$ cat src/rtl/uart_pkg.sv
// Shared types and constants for the UART transmit arbiter slice.
package uart_pkg;

    localparam int unsigned UART_DATA_W      = 8;
    localparam int unsigned CNT_W            = 8;
    localparam int unsigned FRAME_CYCLES_DFLT = 11;

    typedef enum logic [1:0] {
        IDLE = 2'd0,
        SEND = 2'd1,
        BUSY = 2'd2,
        GAP  = 2'd3
    } arb_state_e;

endpackage

$ cat src/rtl/uart_tx_arbiter_if.sv
// Requester-side and serializer-side signals of the UART transmit arbiter.
interface uart_tx_arbiter_if
    import uart_pkg::*;
#(
    parameter int unsigned NUM_REQ = 4
);
    localparam int unsigned IW = $clog2(NUM_REQ);

    logic [NUM_REQ-1:0]             req_valid;
    logic [UART_DATA_W*NUM_REQ-1:0] req_data;
    logic [NUM_REQ-1:0]             req_ready;
    logic                           tx_valid;
    logic [UART_DATA_W-1:0]         tx_data;
    logic [IW-1:0]                  grant_id;
    logic                           busy;

    modport master (
        output req_valid, req_data,
        input  req_ready, tx_valid, tx_data, grant_id, busy
    );

    modport slave (
        input  req_valid, req_data,
        output req_ready, tx_valid, tx_data, grant_id, busy
    );

endinterface

$ cat src/rtl/rr_arbiter.sv
// Combinational round-robin arbiter: searches from ptr_i+1 upward, wrapping.
module rr_arbiter #(
    parameter  int unsigned N  = 4,
    localparam int unsigned IW = (N > 1) ? $clog2(N) : 1
) (
    input  logic [N-1:0]  req_i,
    input  logic [IW-1:0] ptr_i,
    output logic [N-1:0]  gnt_o,
    output logic [IW-1:0] idx_o,
    output logic          any_o
);

    logic [IW-1:0] cand;
    logic          found;

    always_comb begin
        gnt_o = '0;
        idx_o = '0;
        cand  = '0;
        found = 1'b0;
        for (int unsigned k = 1; k <= N; k++) begin
            cand = IW'((32'(ptr_i) + k) % N);
            if (!found && req_i[cand]) begin
                found       = 1'b1;
                gnt_o[cand] = 1'b1;
                idx_o       = cand;
            end
        end
    end

    assign any_o = |req_i;

endmodule

$ cat src/rtl/uart_tx_arbiter.sv
// Round-robin sharing of one strobe-driven UART serializer among NUM_REQ producers.
// Optional macro UART_ARB_PRIO_EN: requester 0 pre-empts the round-robin order.
module uart_tx_arbiter
    import uart_pkg::*;
#(
    parameter int unsigned NUM_REQ      = 4,
    parameter int unsigned FRAME_CYCLES = FRAME_CYCLES_DFLT,
    parameter int unsigned GAP_CYCLES   = 0
) (
    input logic              clk,
    input logic              rst,
    uart_tx_arbiter_if.slave bus
);

    localparam int unsigned IW = $clog2(NUM_REQ);
    localparam int unsigned DW = UART_DATA_W;

    arb_state_e       state_q;
    logic [CNT_W-1:0] cnt_q;
    logic [IW-1:0]    last_q;
    logic             tx_valid_q;
    logic [DW-1:0]    tx_data_q;
    logic [IW-1:0]    grant_id_q;
    logic             busy_q;

    logic [NUM_REQ-1:0] arb_req;
    logic [NUM_REQ-1:0] rr_gnt;
    logic [IW-1:0]      rr_idx;
    logic               rr_any;
    logic               prio_hit;
    logic [NUM_REQ-1:0] win_gnt;
    logic [IW-1:0]      win_idx;
    logic               win_any;
    logic [DW-1:0]      win_data;
    logic               accept;

`ifdef UART_ARB_PRIO_EN
    // Requester 0 bypasses the pointer; the others rotate among themselves.
    assign arb_req  = bus.req_valid & ~NUM_REQ'(1);
    assign prio_hit = bus.req_valid[0];
`else
    assign arb_req  = bus.req_valid;
    assign prio_hit = 1'b0;
`endif

    rr_arbiter #(.N(NUM_REQ)) u_rr (
        .req_i (arb_req),
        .ptr_i (last_q),
        .gnt_o (rr_gnt),
        .idx_o (rr_idx),
        .any_o (rr_any)
    );

    assign win_gnt  = prio_hit ? NUM_REQ'(1) : rr_gnt;
    assign win_idx  = prio_hit ? '0 : rr_idx;
    assign win_any  = prio_hit | rr_any;
    assign win_data = bus.req_data[32'(win_idx)*DW +: DW];
    assign accept   = rst && (state_q == IDLE) && win_any;

    assign bus.req_ready = accept ? win_gnt : '0;
    assign bus.tx_valid  = tx_valid_q;
    assign bus.tx_data   = tx_data_q;
    assign bus.grant_id  = grant_id_q;
    assign bus.busy      = busy_q;

    // Frame timing FSM; the strobe is registered so it lands one cycle after acceptance.
    always_ff @(posedge clk) begin
        if (!rst) begin
            state_q    <= IDLE;
            cnt_q      <= '0;
            last_q     <= IW'(NUM_REQ - 1);
            tx_valid_q <= 1'b0;
            tx_data_q  <= '0;
            grant_id_q <= '0;
            busy_q     <= 1'b0;
        end else begin
            tx_valid_q <= 1'b0;
            unique case (state_q)
                IDLE: begin
                    if (accept) begin
                        tx_data_q  <= win_data;
                        grant_id_q <= win_idx;
                        tx_valid_q <= 1'b1;
                        busy_q     <= 1'b1;
                        state_q    <= SEND;
                        if (!prio_hit) begin
                            last_q <= win_idx;
                        end
                    end
                end
                SEND: begin
                    cnt_q   <= CNT_W'(FRAME_CYCLES - 2);
                    state_q <= BUSY;
                end
                BUSY: begin
                    if (cnt_q <= CNT_W'(1)) begin
                        if (GAP_CYCLES != 0) begin
                            cnt_q   <= CNT_W'(GAP_CYCLES);
                            state_q <= GAP;
                        end else begin
                            busy_q  <= 1'b0;
                            state_q <= IDLE;
                        end
                    end else begin
                        cnt_q <= cnt_q - CNT_W'(1);
                    end
                end
                GAP: begin
                    if (cnt_q <= CNT_W'(1)) begin
                        busy_q  <= 1'b0;
                        state_q <= IDLE;
                    end else begin
                        cnt_q <= cnt_q - CNT_W'(1);
                    end
                end
                default: state_q <= IDLE;
            endcase
        end
    end

endmodule

$ cat src/flat_wrapper.sv
// flat-port wrapper written by rule: the top's interface ports become plain ports
module uart_tx_arbiter_flat import uart_pkg::*;
#(
    parameter int unsigned NUM_REQ      = 4,
    parameter int unsigned FRAME_CYCLES = FRAME_CYCLES_DFLT,
    parameter int unsigned GAP_CYCLES   = 0
)
  (clk, rst, bus_req_valid, bus_req_data, bus_req_ready, bus_tx_valid, bus_tx_data, bus_grant_id, bus_busy);
  uart_tx_arbiter_if #(.NUM_REQ(NUM_REQ)) bus_i ();
  input logic clk;
  input logic rst;
  input wire logic [$bits(bus_i.req_valid)-1:0] bus_req_valid;
  input wire logic [$bits(bus_i.req_data)-1:0] bus_req_data;
  output wire logic [$bits(bus_i.req_ready)-1:0] bus_req_ready;
  output wire logic [$bits(bus_i.tx_valid)-1:0] bus_tx_valid;
  output wire logic [$bits(bus_i.tx_data)-1:0] bus_tx_data;
  output wire logic [$bits(bus_i.grant_id)-1:0] bus_grant_id;
  output wire logic [$bits(bus_i.busy)-1:0] bus_busy;
  assign bus_i.req_valid = bus_req_valid;
  assign bus_i.req_data = bus_req_data;
  assign bus_req_ready = bus_i.req_ready;
  assign bus_tx_valid = bus_i.tx_valid;
  assign bus_tx_data = bus_i.tx_data;
  assign bus_grant_id = bus_i.grant_id;
  assign bus_busy = bus_i.busy;
  uart_tx_arbiter #(.NUM_REQ(NUM_REQ), .FRAME_CYCLES(FRAME_CYCLES), .GAP_CYCLES(GAP_CYCLES)) u_core (.clk(clk), .rst(rst), .bus(bus_i));
endmodule
$ cat config.mk
export PLATFORM = sky130hd
export DESIGN_NAME = uart_tx_arbiter_flat
export DESIGN_NICKNAME = d
export VERILOG_FILES = /design/src/rtl/uart_pkg.sv /design/src/rtl/uart_tx_arbiter_if.sv /design/src/rtl/rr_arbiter.sv /design/src/rtl/uart_tx_arbiter.sv /design/src/flat_wrapper.sv
export SDC_FILE = /design/constraint.sdc
export NUM_CORES = 1
export LEC_CHECK = 0
export CAP_MARGIN = 20
export CORE_UTILIZATION = 43
export DETAILED_ROUTE_END_ITERATION = 8
export GPL_TIMING_DRIVEN = 0
export PLACE_DENSITY = 0.76
export SYNTH_ARGS = -nofsm -noshare
export SYNTH_HDL_FRONTEND = slang
export SYNTH_SLANG_ARGS = --single-unit
export TNS_END_PERCENT = 100
$ cat constraint.sdc
create_clock -name clk -period 3.2 [get_ports clk]
set_input_delay 0.32 -clock clk [delete_from_list [all_inputs] [get_ports clk]]
set_output_delay 0.32 -clock clk [all_outputs]
set_load 0.03 [all_outputs]
==> impl_metrics.toml <==
[critical_path]
cp.required_ps = 2880
crit_type = "flop to output pin"
cp-end-kind = "output pin"
worstPathMaxFanout = 11
rr_worst_depth = 10
startpoint_type = "flop"
arrival_ps = 2660

[clock_tree]
cts_max_level = 1
cts_tree = "done"
cts_root_buf = "clkbuf_8"
cts.sinks = 24
cts_buffers = 3
clockBufferDepth = 2
clk-insertion-delay-late_ps = 270
clk_pin_slew_ps = 80

[floorplanning]
coreArea_um2 = 4120
num_io_pins = 54
die_y_um = 68.2
rows = 23
die_w_um = 68.2
dieArea_um2 = 4650
initial_core_util_pct = 45.8

[placed_design]
dpl.hpwl_um = 3700
placed_area_um2 = 2470
io_buffers = 52
gp_routability_congestion = 0.853

[routing]
drt-pass1-iter-count = 4
via_count = 1958
via_per_inst = 5.79
drc = 0
wl_um = 4900
wl_per_cell_um = 14.5
ant_nets = 0
drt-initial-drc-count = 112

[global_route]
grt_antenna_before_repair = 0
grt_pass1_wl_um = 8190
grt_pass1_vias = 1877
grt_max_degree = 15
track_usage_pct = 22.9
overflow = 0

[sta]
holdWs_ps = 462
rsz0062_at_grt = "no"
hold_viol = 0
fin_crit_ps = 2980
worst_pin_slew_ps = 600
finClkSkew_ps = 4.69
slew_violations = 0
setup_tns_ps = 0
relSlewSlack_pct = 59.5
finalCritPeriodShare_pct = 93.2
fmax_mhz = 335
setup_violations = 0

[logic_synthesis]
synth_cells = 232
synth_area_per_cell_um2 = 8.12
ys_ff_latch = 24
ys_warn_count = 0
mappedNetlistArea_um2 = 1880
synth-main-ff-cell = "dfxtp_1"
synth_fp_nets = 280
ys_types = 49
synth_edf_count = 0
async_reset_ff_share_pct = 0
ys_seq_area_share_pct = 25.5

[status]
status = "finished, final reports clean"

[job]
maxCapViolCount = 0

[cells_and_area]
area_growth_pct = 35.1
final_layout_size_suffix_gt1_share_pct = 10.8
antenna_cells = 0
final_area_um2 = 2540
nets = 337

[hold_path]
holdPathStages = 2
hold_path_class = "flop to flop"

[power_and_ir_drop]
power.density_nw_per_um2 = 912
p_leak_nw = 1.03
totalPowerFinal_mw = 2.32
ir_drop_mv = 0.427
-- power by group --
part / switching [mW] / internal, mW
Combinational: 0.858 / 0.684
Sequential: 0.101 / 0.415
Clock: 0.0954 / 0.167
-- Yosys cell counts, types with 2 or more instances --
master    number  area, um2
a21o_1        10       75.1
a21oi_1        5       25.0
inv_1          8       30.0
a22oi_1        4       30.0
and2_1         3       18.8
clkbuf_1       8       30.0
dfxtp_1       24        480
nand2b_1       6       37.5
o22ai_1       10       62.6
o21ai_0       24        120
mux2i_1        8       80.1
ha_1          10        125
mux4_2         3       67.6
nand3_1       15       75.1
buf_6          2       22.5
a211o_1        8       70.1
nor2b_1        2       12.5
a21boi_0       2       15.0
xor2_1         4       35.0
nand2_1       14       52.6
buf_2          3       15.0
a221oi_1       4       35.0
nor2_1        18       67.6
a31oi_1        9       56.3
and3_1         2       12.5
nor3_1         3       15.0
-- state kept, by name (all words and copies together) (netlist names) --
name and cells:
u_core.last_q 2, u_core.bus.busy 1, u_core.bus.tx_data 8, u_core.state_q 2, u_core.cnt_q 8, u_core.bus.tx_valid 1, u_core.bus.grant_id 2
-- stage by stage --
| step | utilization [%] | setup slack [ps] | instances |
|---|---|---|---|
| after floorplan | - | 149 | 232 |
| after global placement | 60.0 | -648 | 334 |
| after detailed placement | 60.0 | -684 | 334 |
| after CTS | 62.1 | 0.401 | 337 |
| after global routing | 61.8 | 9.84 | 338 |
| final | 61.8 | 216 | 338 |
-- cell type report --
cell class / instances / area (um2)
Buffer: 12 / 63.8
Clock buffer: 3 / 41.3
Clock inverter: 1 / 30.0
Fill cell: 385 / 1570
Inverter: 9 / 38.8
Multi-Input combinational cell: 186 / 1320
Sequential cell: 24 / 485
Tap cell: 50 / 62.6
Timing Repair Buffer: 53 / 508
-- path summary, 6_finish.rpt --
kind                     from                    end  slack (ps)
max          u_core.last_q[0]       bus_req_ready[2]         220
min           u_core.bus.busy        u_core.bus.busy         460
max reg2reg  u_core.last_q[0]  u_core.bus.tx_data[3]         470
min reg2reg   u_core.bus.busy        u_core.bus.busy         460
-- layout by cell type, fill, tap and decap left out, types with 3 or more instances in the layout --
cell type	instances
a211o_1	8
a21o_1	10
a21oi_1	5
a221oi_1	4
a22oi_1	4
a31oi_1	9
and2_1	3
buf_2	4
clkbuf_1	7
clkbuf_2	3
clkbuf_8	3
clkdlybuf4s50_1	48
dfxtp_1	22
ha_1	9
inv_1	8
mux2i_1	8
mux4_2	3
nand2_1	14
nand2b_1	6
nand3_1	15
nor2_1	18
nor3_1	3
o21ai_0	24
o22ai_1	10
xor2_1	4
-- logic make-up after synthesis --
| family | count (synthesis) | share of synthesized area, % |
|---|---|---|
| XOR/XNOR | 5 | 2.32 |
| AND/OR/NAND/NOR | 70 | 18.7 |
| adder cells (fa/ha/maj) | 10 | 6.64 |
| multiplexers | 11 | 7.84 |
| flip-flops | 24 | 25.5 |
| buffers and inverters | 22 | 5.38 |
| AO/OA/AOI/OAI | 90 | 33.6 |
-- critical path, cell delays in order, from the launching register on --
cell and delay [ps]:
dfxtp_4 410, buf_6 180, clkinv_4 120, ha_4 330, mux4_2 340, nor2b_1 150
buf_2 180, a22oi_1 160, nor2_1 60, a221oi_1 210, nor2_1 60, buf_2 190
-- what timing repair did --
action	in CTS	in global routing
gates cloned	0	0
buffers inserted	0	1
gates resized for setup	14	7
setup endpoints to repair	15	4
hold buffers	0	0
-- routing by layer --
layer	part of all wire (%)	up-vias	GRT usage (%)
li1	-	983	-
met1	44	902	28.7
met3	6.5	5	4.50
met4	0.92	0	5.21
met2	48	68	40.0
met5	0	-	0
No activity file was read; power rests on OpenSTA's default activity.
